**src/rtl/game_loop_scheduler.sv**
```systemverilog
// game_loop_scheduler
//   Per-frame sequencer for the BrickBreaker datapath. After the initial brick store/draw
//   finishes it runs an internal frame timer; every frame it issues paddle erase/move/draw,
//   and every BALL_DIV frames it also issues ball erase/move/(brick erase)/draw. Operations
//   are issued one at a time on an op_sel/op_start/op_done handshake.
//
// Ports
//   i_clk          system clock
//   i_reset        synchronous, active-high reset
//   i_init_done    level: initial RAM store + brick draw finished
//   i_op_done      pulse from datapath: current operation complete
//   i_brick_hit    from datapath, only meaningful with i_op_done while moving the ball
//   o_op_sel       current op (0 none, 1 EP, 2 MP, 3 DP, 4 EB, 5 MB, 6 EK, 7 DB)
//   o_op_start     one-cycle pulse in the first cycle of each op
//   o_busy         high while any op is in progress
//   o_overrun      sticky: a frame tick was lost
//   o_timeout_err  sticky: an op exceeded TIMEOUT cycles without op_done
module game_loop_scheduler #(
  parameter int unsigned FRAME_CYCLES = 833333,
  parameter int unsigned BALL_DIV     = 15,
  parameter int unsigned TIMEOUT      = 65535
) (
  input  logic       i_clk,
  input  logic       i_reset,
  input  logic       i_init_done,
  input  logic       i_op_done,
  input  logic       i_brick_hit,
  output logic [2:0] o_op_sel,
  output logic       o_op_start,
  output logic       o_busy,
  output logic       o_overrun,
  output logic       o_timeout_err
);

  localparam int unsigned FcW = (FRAME_CYCLES > 1) ? $clog2(FRAME_CYCLES) : 1;
  localparam int unsigned BcW = (BALL_DIV > 1) ? $clog2(BALL_DIV) : 1;
  localparam int unsigned WdW = $clog2(TIMEOUT + 1);

  localparam logic [FcW-1:0] FcLast  = FcW'(FRAME_CYCLES - 1);
  localparam logic [BcW-1:0] BcLast  = BcW'(BALL_DIV - 1);
  localparam logic [WdW-1:0] WdLimit = WdW'(TIMEOUT);

  typedef enum logic [3:0] {
    StWaitInit,
    StIdle,
    StEp,
    StMp,
    StDp,
    StEb,
    StMb,
    StEk,
    StDb
  } state_e;

  function automatic logic [2:0] op_code(input state_e s);
    logic [2:0] code;
    case (s)
      StEp:    code = 3'd1;
      StMp:    code = 3'd2;
      StDp:    code = 3'd3;
      StEb:    code = 3'd4;
      StMb:    code = 3'd5;
      StEk:    code = 3'd6;
      StDb:    code = 3'd7;
      default: code = 3'd0;
    endcase
    return code;
  endfunction

  state_e         r_state;
  logic [FcW-1:0] r_frame_cnt;
  logic [BcW-1:0] r_ball_cnt;
  logic [WdW-1:0] r_wd_cnt;
  logic           r_ball_due;
  logic           r_tick_pending;
  logic [2:0]     r_op_sel;
  logic           r_op_start;
  logic           r_busy;
  logic           r_overrun;
  logic           r_timeout_err;

  state_e         w_state_next;
  logic [FcW-1:0] w_frame_cnt_next;
  logic [BcW-1:0] w_ball_cnt_next;
  logic [WdW-1:0] w_wd_cnt_next;
  logic           w_ball_due_next;
  logic           w_tick_pending_next;
  logic [2:0]     w_op_sel_next;
  logic           w_op_start_next;
  logic           w_busy_next;
  logic           w_overrun_next;
  logic           w_timeout_err_next;
  logic           w_tick;
  logic           w_in_op;
  logic           w_done;

  always_comb begin
    w_state_next        = r_state;
    w_ball_cnt_next     = r_ball_cnt;
    w_ball_due_next     = r_ball_due;
    w_tick_pending_next = r_tick_pending;
    w_overrun_next      = r_overrun;
    w_timeout_err_next  = r_timeout_err;

    w_tick  = (r_state != StWaitInit) && (r_frame_cnt == FcLast);
    w_in_op = (op_code(r_state) != 3'd0);
    // op_done in the op_start cycle belongs to no op yet and is ignored
    w_done  = w_in_op && i_op_done && !r_op_start;

    if (r_state == StWaitInit || w_tick) begin
      w_frame_cnt_next = '0;
    end else begin
      w_frame_cnt_next = r_frame_cnt + 1'b1;
    end

    case (r_state)
      StWaitInit: if (i_init_done) w_state_next = StIdle;
      StIdle: begin
        if (r_tick_pending || w_tick) begin
          w_state_next        = StEp;
          // consuming a pending tick while a fresh one arrives re-pends the fresh one
          w_tick_pending_next = r_tick_pending && w_tick;
          w_ball_due_next     = (r_ball_cnt == BcLast);
          w_ball_cnt_next     = (r_ball_cnt == BcLast) ? '0 : r_ball_cnt + 1'b1;
        end
      end
      StEp: if (w_done) w_state_next = StMp;
      StMp: if (w_done) w_state_next = StDp;
      StDp: if (w_done) w_state_next = r_ball_due ? StEb : StIdle;
      StEb: if (w_done) w_state_next = StMb;
      StMb: if (w_done) w_state_next = i_brick_hit ? StEk : StDb;
      StEk: if (w_done) w_state_next = StDb;
      StDb: if (w_done) w_state_next = StIdle;
      default: w_state_next = StWaitInit;
    endcase

    if (w_tick && r_state != StIdle) begin
      if (r_tick_pending) begin
        w_overrun_next = 1'b1;
      end else begin
        w_tick_pending_next = 1'b1;
      end
    end

    // Watchdog abort drops the rest of this frame's sequence
    if (w_in_op && !w_done && r_wd_cnt == WdLimit) begin
      w_state_next       = StIdle;
      w_timeout_err_next = 1'b1;
    end

    if (w_state_next != r_state || !w_in_op) begin
      w_wd_cnt_next = '0;
    end else begin
      w_wd_cnt_next = r_wd_cnt + 1'b1;
    end

    w_op_sel_next   = op_code(w_state_next);
    w_busy_next     = (w_op_sel_next != 3'd0);
    w_op_start_next = w_busy_next && (w_state_next != r_state);
  end

  always_ff @(posedge i_clk) begin
    if (i_reset) begin
      r_state        <= StWaitInit;
      r_frame_cnt    <= '0;
      r_ball_cnt     <= '0;
      r_wd_cnt       <= '0;
      r_ball_due     <= 1'b0;
      r_tick_pending <= 1'b0;
      r_op_sel       <= 3'd0;
      r_op_start     <= 1'b0;
      r_busy         <= 1'b0;
      r_overrun      <= 1'b0;
      r_timeout_err  <= 1'b0;
    end else begin
      r_state        <= w_state_next;
      r_frame_cnt    <= w_frame_cnt_next;
      r_ball_cnt     <= w_ball_cnt_next;
      r_wd_cnt       <= w_wd_cnt_next;
      r_ball_due     <= w_ball_due_next;
      r_tick_pending <= w_tick_pending_next;
      r_op_sel       <= w_op_sel_next;
      r_op_start     <= w_op_start_next;
      r_busy         <= w_busy_next;
      r_overrun      <= w_overrun_next;
      r_timeout_err  <= w_timeout_err_next;
    end
  end

  assign o_op_sel      = r_op_sel;
  assign o_op_start    = r_op_start;
  assign o_busy        = r_busy;
  assign o_overrun     = r_overrun;
  assign o_timeout_err = r_timeout_err;

endmodule

```
**config.mk**
```make
export PLATFORM = sky130hd
export DESIGN_NAME = game_loop_scheduler
export DESIGN_NICKNAME = d
export VERILOG_FILES = /design/src/rtl/game_loop_scheduler.sv
export SDC_FILE = /design/constraint.sdc
export NUM_CORES = 1
export LEC_CHECK = 0
export ABC_AREA = 0
export CORE_MARGIN = 2
export CORE_UTILIZATION = 57
export CTS_CLUSTER_DIAMETER = 150
export CTS_CLUSTER_SIZE = 24
export DETAILED_ROUTE_END_ITERATION = 16
export DONT_BUFFER_PORTS = 1
export GPL_TIMING_DRIVEN = 0
export PLACE_DENSITY = 0.75
export SLEW_MARGIN = 20
export SYNTH_ARGS = -nofsm -noshare
export SYNTH_HDL_FRONTEND = slang
export SYNTH_SLANG_ARGS = --single-unit
```
**constraint.sdc**
```tcl
create_clock -name i_clk -period 2.3 [get_ports i_clk]
set_input_delay 0.46 -clock i_clk [delete_from_list [all_inputs] [get_ports i_clk]]
set_output_delay 0.46 -clock i_clk [all_outputs]
set_load 0.05 [all_outputs]
```
# Word level (Yosys, flattened, before mapping)
# Cells that the tools add are included.
[word_totals]
register_bits = 53
in_bits = 5
out_inout_bits = 7
elab_cells = 76
[classes]
add_sub_neg = 3
eq_ne = 20
n_mux = 20
reduce_logical = 22
[op_table]
columns = ["operator", "count"]
rows = [
  ["4-bit two-way mux", 12],
  ["3-bit one-hot mux with 7 select lines", 2],
  ["4-bit one-hot mux with 9 select lines", 1],
  ["4-bit by 3-bit == test with 1-bit output (second input constant)", 8],
  ["20-bit by 1-bit adder with 20-bit output (second input constant)", 1],
  ["20-bit == test (second input constant)", 1],
  ["16-bit by 1-bit adder with 16-bit output (second input constant)", 1],
  ["16-bit == test (second input constant)", 1],
  ["4-bit by 2-bit == test with 1-bit output (second input constant)", 4],
  ["4-bit == test (second input constant)", 3],
  ["1-bit logical AND", 8],
  ["3-bit nonzero test", 2],
  ["4-bit by 1-bit adder with 4-bit output (second input constant)", 1],
  ["4-bit by 1-bit == test with 1-bit output (second input constant)", 1],
  ["4-bit zero test", 1],
  ["1-bit two-way mux", 4],
  ["4-bit by 1-bit != test with 1-bit output (second input constant)", 1],
  ["4-bit != test", 1],
  ["2-bit AND reduction", 2],
  ["4-bit nonzero test", 1],
  ["2-bit OR reduction", 2],
  ["1-bit zero test", 3],
  ["1-bit logical OR", 3],
  ["3-bit two-way mux", 1],
]

# Logic depth before layout (Yosys ltp)
[depth]
depth_word = 13
ltp_mapped = 9
depth_no_buf = 8

# Worst setup path before layout
# No wires, ideal clock.
[synth_timing]
path_type = "reg2reg"
startpoint = "reg r_op_start, in the netlist o_op_start"
endpoint = "reg r_wd_cnt[10]"
setup_ps = 73
arrival_time_ps = 2204
required_time_ps = 2227
setup_slack_ps = 23
path_stages_with_launch = 9
path_buffers = 2
synth_period_minus_slack_ps = 2277
path_cell_list = "dfxtp_1 -> nor2b_1 -> nor3_1 -> and3_1 -> buf_6 -> o21ai_2 -> a2111o_1 -> buf_6 -> nor3_2"
[synth_via]
elab_chain_cells = 9
elab_cells_between_ends = 17
classes_between = "1 x eq/ne; 9 x mux; 7 x reduce/logical"
[synth_lines]
columns = ["item", "line_no", "text"]
rows = [
  ["start: declaration", "77", "logic r_op_start;"],
  ["start signal: assignment", "183", "r_op_start <= w_op_start_next;"],
  ["1-bit zero test (*)", "108", "w_done = w_in_op && i_op_done && !r_op_start;"],
  ["1-bit logical AND (*)", "108", ""],
  ["branches (longest 3 deep; another with 4-bit one-hot mux with 9 select lines)", "--", ""],
  ["4-bit two-way mux (*)", "146", "if (w_in_op && !w_done && r_wd_cnt == WdLimit) begin"],
  ["4-bit != test (*)", "151", "if (w_state_next != r_state || !w_in_op) begin"],
  ["1-bit logical OR (*)", "151", ""],
  ["2-bit OR reduction (no line) (*)", "--", ""],
  ["end signal: assignment", "179", "r_wd_cnt <= w_wd_cnt_next;"],
  ["end: declaration", "73", "logic [WdW-1:0] r_wd_cnt;"],
]
# Mark *: on every way between the ends.
# A chain may end at the register's enable or synchronous reset.

# Worst setup path after layout
[layout_timing]
startpoint = "reg r_wd_cnt[0]"
endpoint = "reg r_wd_cnt[2]"
[layout_via]
elab_chain_cells = 6
elab_cells_between_ends = 7
classes_between = "1 x add/sub; 2 x eq/ne; 1 x mux; 3 x reduce/logical"
[layout_lines]
columns = ["item", "line_no"]
rows = [
  ["16-bit == test", "146"],
  ["1-bit logical AND", "146"],
  ["4-bit two-way mux", "146"],
  ["4-bit != test", "151"],
  ["1-bit logical OR", "151"],
  ["2-bit OR reduction (no line)", "--"],
]
# Several ways; a longest one is shown, not always the timed one.

==> summary.txt <==
Worst Hold Endpoint: r_state[2]
Buffers on Ports: 0
CTS Hold Bufs: 0
Clock buffer depth: 2
Die Y: 73.1 microns
Global route overflow: 0
Row cnt: 25
Vias in the first global route: 1975
Via count: 2259
Number of synthesized flops with an enable pin: 0
Sequential share of power: 56.0%
Worst R2R Path Depth: 9
Die ar.: 5350 sq um
Largest net degree at the start of global routing: 18
CTS tree: built
Worst R2R End: r_wd_cnt[2]
Hold_sp: i_reset
Yosys top cell area share: 39.0%
Worst hold slack: 0.232 ns
Initial antenna violation count: 0
Post-place setup slack: -0.245 ns
Drt pass-1 iters: 4
Effective utilization at floorplan: 58.4%
CP arrival: 2.48 ns
Fmax: 445 MHz
Die width: 73.1 microns
Peak supply drop: 0.000314 V
Worst path slowest cell: a2111o_1
Logic pwr share: 5.6%
Core Region: 4660 sq um
CTS Root Cell: clkbuf_8
TritonCTS Sinks: 53
Worst setup path category: flip-flop to flip-flop
Static Leak: 1.03 nW
Final instance area: 3010 sq um
Commonest non-fill, non-tap cell in the layout: dfxtp_1
Synth async-reset ratio: 0%
Largest area contributor in the synthesized netlist: dfxtp_1
Crit path buffers/inverters: 2
Period utilization: 97.6%
Synth area leaders: dfxtp_1, xor2_1, nor2_1, xnor2_1, nor3_2
Post-layout min period: 2.25 ns
Post-route ant nets: 0
Total global-route track usage: 21.0%
Synthesized net count: 321
Crit-path cells: ha_2 -> nand4_1 -> nor3_4 -> and3_1 -> buf_6 -> o21ai_2 -> a2111o_1 -> buf_4 -> nor3_1
Reg clk slew, reported paths: 0.09 ns
Iteration-0 DRC Markers: 79
Mapped Area: 2720 sq um
Slew Limit Fails: 0
Status: finished clean
Sw frac: 22.6%
Io pins: 12
Reg-to-reg startpoint: r_wd_cnt[0]
Hold Path Depth: 1
CP Launch Type: flip-flop
Max_cap viols: 0
Antenna cells: 0
Main synth FF type: dfxtp_1
DP HPWL: 3810 microns
Power Internal: 1.28 mW
Setup TNS: 0 ns
Clk Latency, worst-skew pair: 0.31 ns
Worst path max stage delay: 0.41 ns
Routed length per placed instance: 14.3 microns
Critical path required time: 2.53 ns
R2R Setup Slk: 0.05 ns
GP Congestion: 0.956
Setup violations, final: 0
Synth warnings: 0
Relative slew slack: 65.8%
CTS buffer count: 5
Hold Path Class: primary input to flip-flop
Synthesized instance count: 313
Critical Path End Type: flip-flop
Total chip power: 1.65 mW
Critical-path maximum fanout: 10
Detailed-route vias per instance: 5.88
Mean Syn Cell Area: 8.70 sq um
Sequential-to-total area share from yosys stat: 39.0%
H-tree levels: 2
Nets: 337
RSZ-0062 raised after global routing: true
Area Overhead vs Synth: 10.7%
Worst Skew: 0.00941 ns
Final WS setup: 0.0544 ns
Clock power share: 38.5%
Placed Area: 2790 sq um
Seq cells post-synth: 53
Most frequent cells in the layout: dfxtp_1, nor2_1, xor2_1
First-pass GRT wire length: 8830 microns
Drt drc: 0
Final Hold Viols: 0
PwrDens: 548 nW/um^2
Switching pwr: 373 uW
Fraction of layout cells with a size suffix above 1: 16.1%
Cell variety after synth: 52
Crit path max-delay family: simple AND/OR/NAND/NOR gates
Actual slew at the worst max-slew pin: 0.512 ns
Drt total wl: 5490 microns
==> stage by stage <==
| stage | instances | utilization, % |
|---|---|---|
| global placement | 367 | 59.9 |
| detailed placement | 367 | 59.9 |
| finish | 384 | 64.6 |
| floorplan | 313 | - |
| global route | 384 | 64.6 |
| CTS | 379 | 63.3 |
==> cells in the mapped netlist (4+ instances only) <==
cell type,n
nand2b_1,4
nor2_1,38
nor4_1,5
nor3b_1,4
nand4_1,12
nor3_1,13
nor2b_1,7
xnor2_1,14
clkbuf_1,9
o21ai_0,11
nor3_2,11
inv_1,12
nand3_1,15
and3_1,7
nand4b_1,4
dfxtp_1,53
xor2_1,17
nand2_1,16
a21oi_1,8
==> power groups by stage <==
| stage | Combinational, mW | Sequential, mW | Clock [mW] |
|---|---|---|---|
| 4_1_cts | 0.0900 | 0.923 | 0.655 |
| 6_report | 0.0918 | 0.924 | 0.635 |
| 2_1_floorplan | 0.0648 | 0.944 | 0 |
| 5_1_grt | 0.0999 | 0.925 | 0.692 |
| 3_3_place_gp | 0.0813 | 0.946 | 0 |
| 3_5_place_dp | 0.0812 | 0.946 | 0 |
==> state kept, by name (all words and copies together), names as in the netlist <==
signal,flops
r_frame_cnt,20
o_overrun,1
r_ball_due,1
r_ball_cnt,4
o_timeout_err,1
r_wd_cnt,16
o_op_start,1
r_state,4
o_busy,1
o_op_sel,3
r_tick_pending,1
==> logic make-up (layout without fill, tap and decap cells) <==
group	count (synthesis)	after routing	share of synthesized area, %
xor gates and xnor gates	31	31	9.97
DFF	53	53	39.0
buffers and inverters	25	42	4.32
AOI/OAI and AO/OA	46	46	11.9
adders and majority gates	3	3	1.38
and+or+nand+nor	152	152	32.4
muxes	3	3	1.10
==> worst max path at each step <==
stage / start / to / slack (ns) / depth (start not counted)
after detailed placement: o_op_start / r_wd_cnt[12] / -0.24 / 8
final: r_wd_cnt[0] / r_wd_cnt[2] / 0.05 / 9
after global placement: o_op_start / r_wd_cnt[8] / -0.23 / 8
after global routing: r_wd_cnt[0] / r_wd_cnt[5] / -0.08 / 9
after floorplan: o_op_start / r_wd_cnt[10] / 0.02 / 8
after CTS: r_frame_cnt[3] / r_wd_cnt[10] / 0.05 / 7
==> final cells by class <==
cell class,instances,area [sq um]
flip-flops and latches,53,1070
well taps,54,67.6
multi-input cells,235,1570
plain buffers,13,75.1
repair buffers,9,67.6
clock inverters,3,46.3
inverters,12,45.0
fillers,394,1650
clock buffers,5,68.8
==> metal layers <==
layer | global-route usage [%] | vias up | share of wire (%)
met5 | 0 | - | 0
met4 | 5.97 | 0 | 1.1
met3 | 6.63 | 7 | 4.7
met2 | 33.9 | 36 | 47
met1 | 27.0 | 1074 | 47
li1 | - | 1142 | -
==> what timing repair did <==
action	4_1_cts	5_1_grt
pin swaps	3	6
cloned	0	0
resized for setup	7	7
buffers inserted	4	5
endpoints found under the setup margin	20	19
Power figures use the tool's default switching activity.
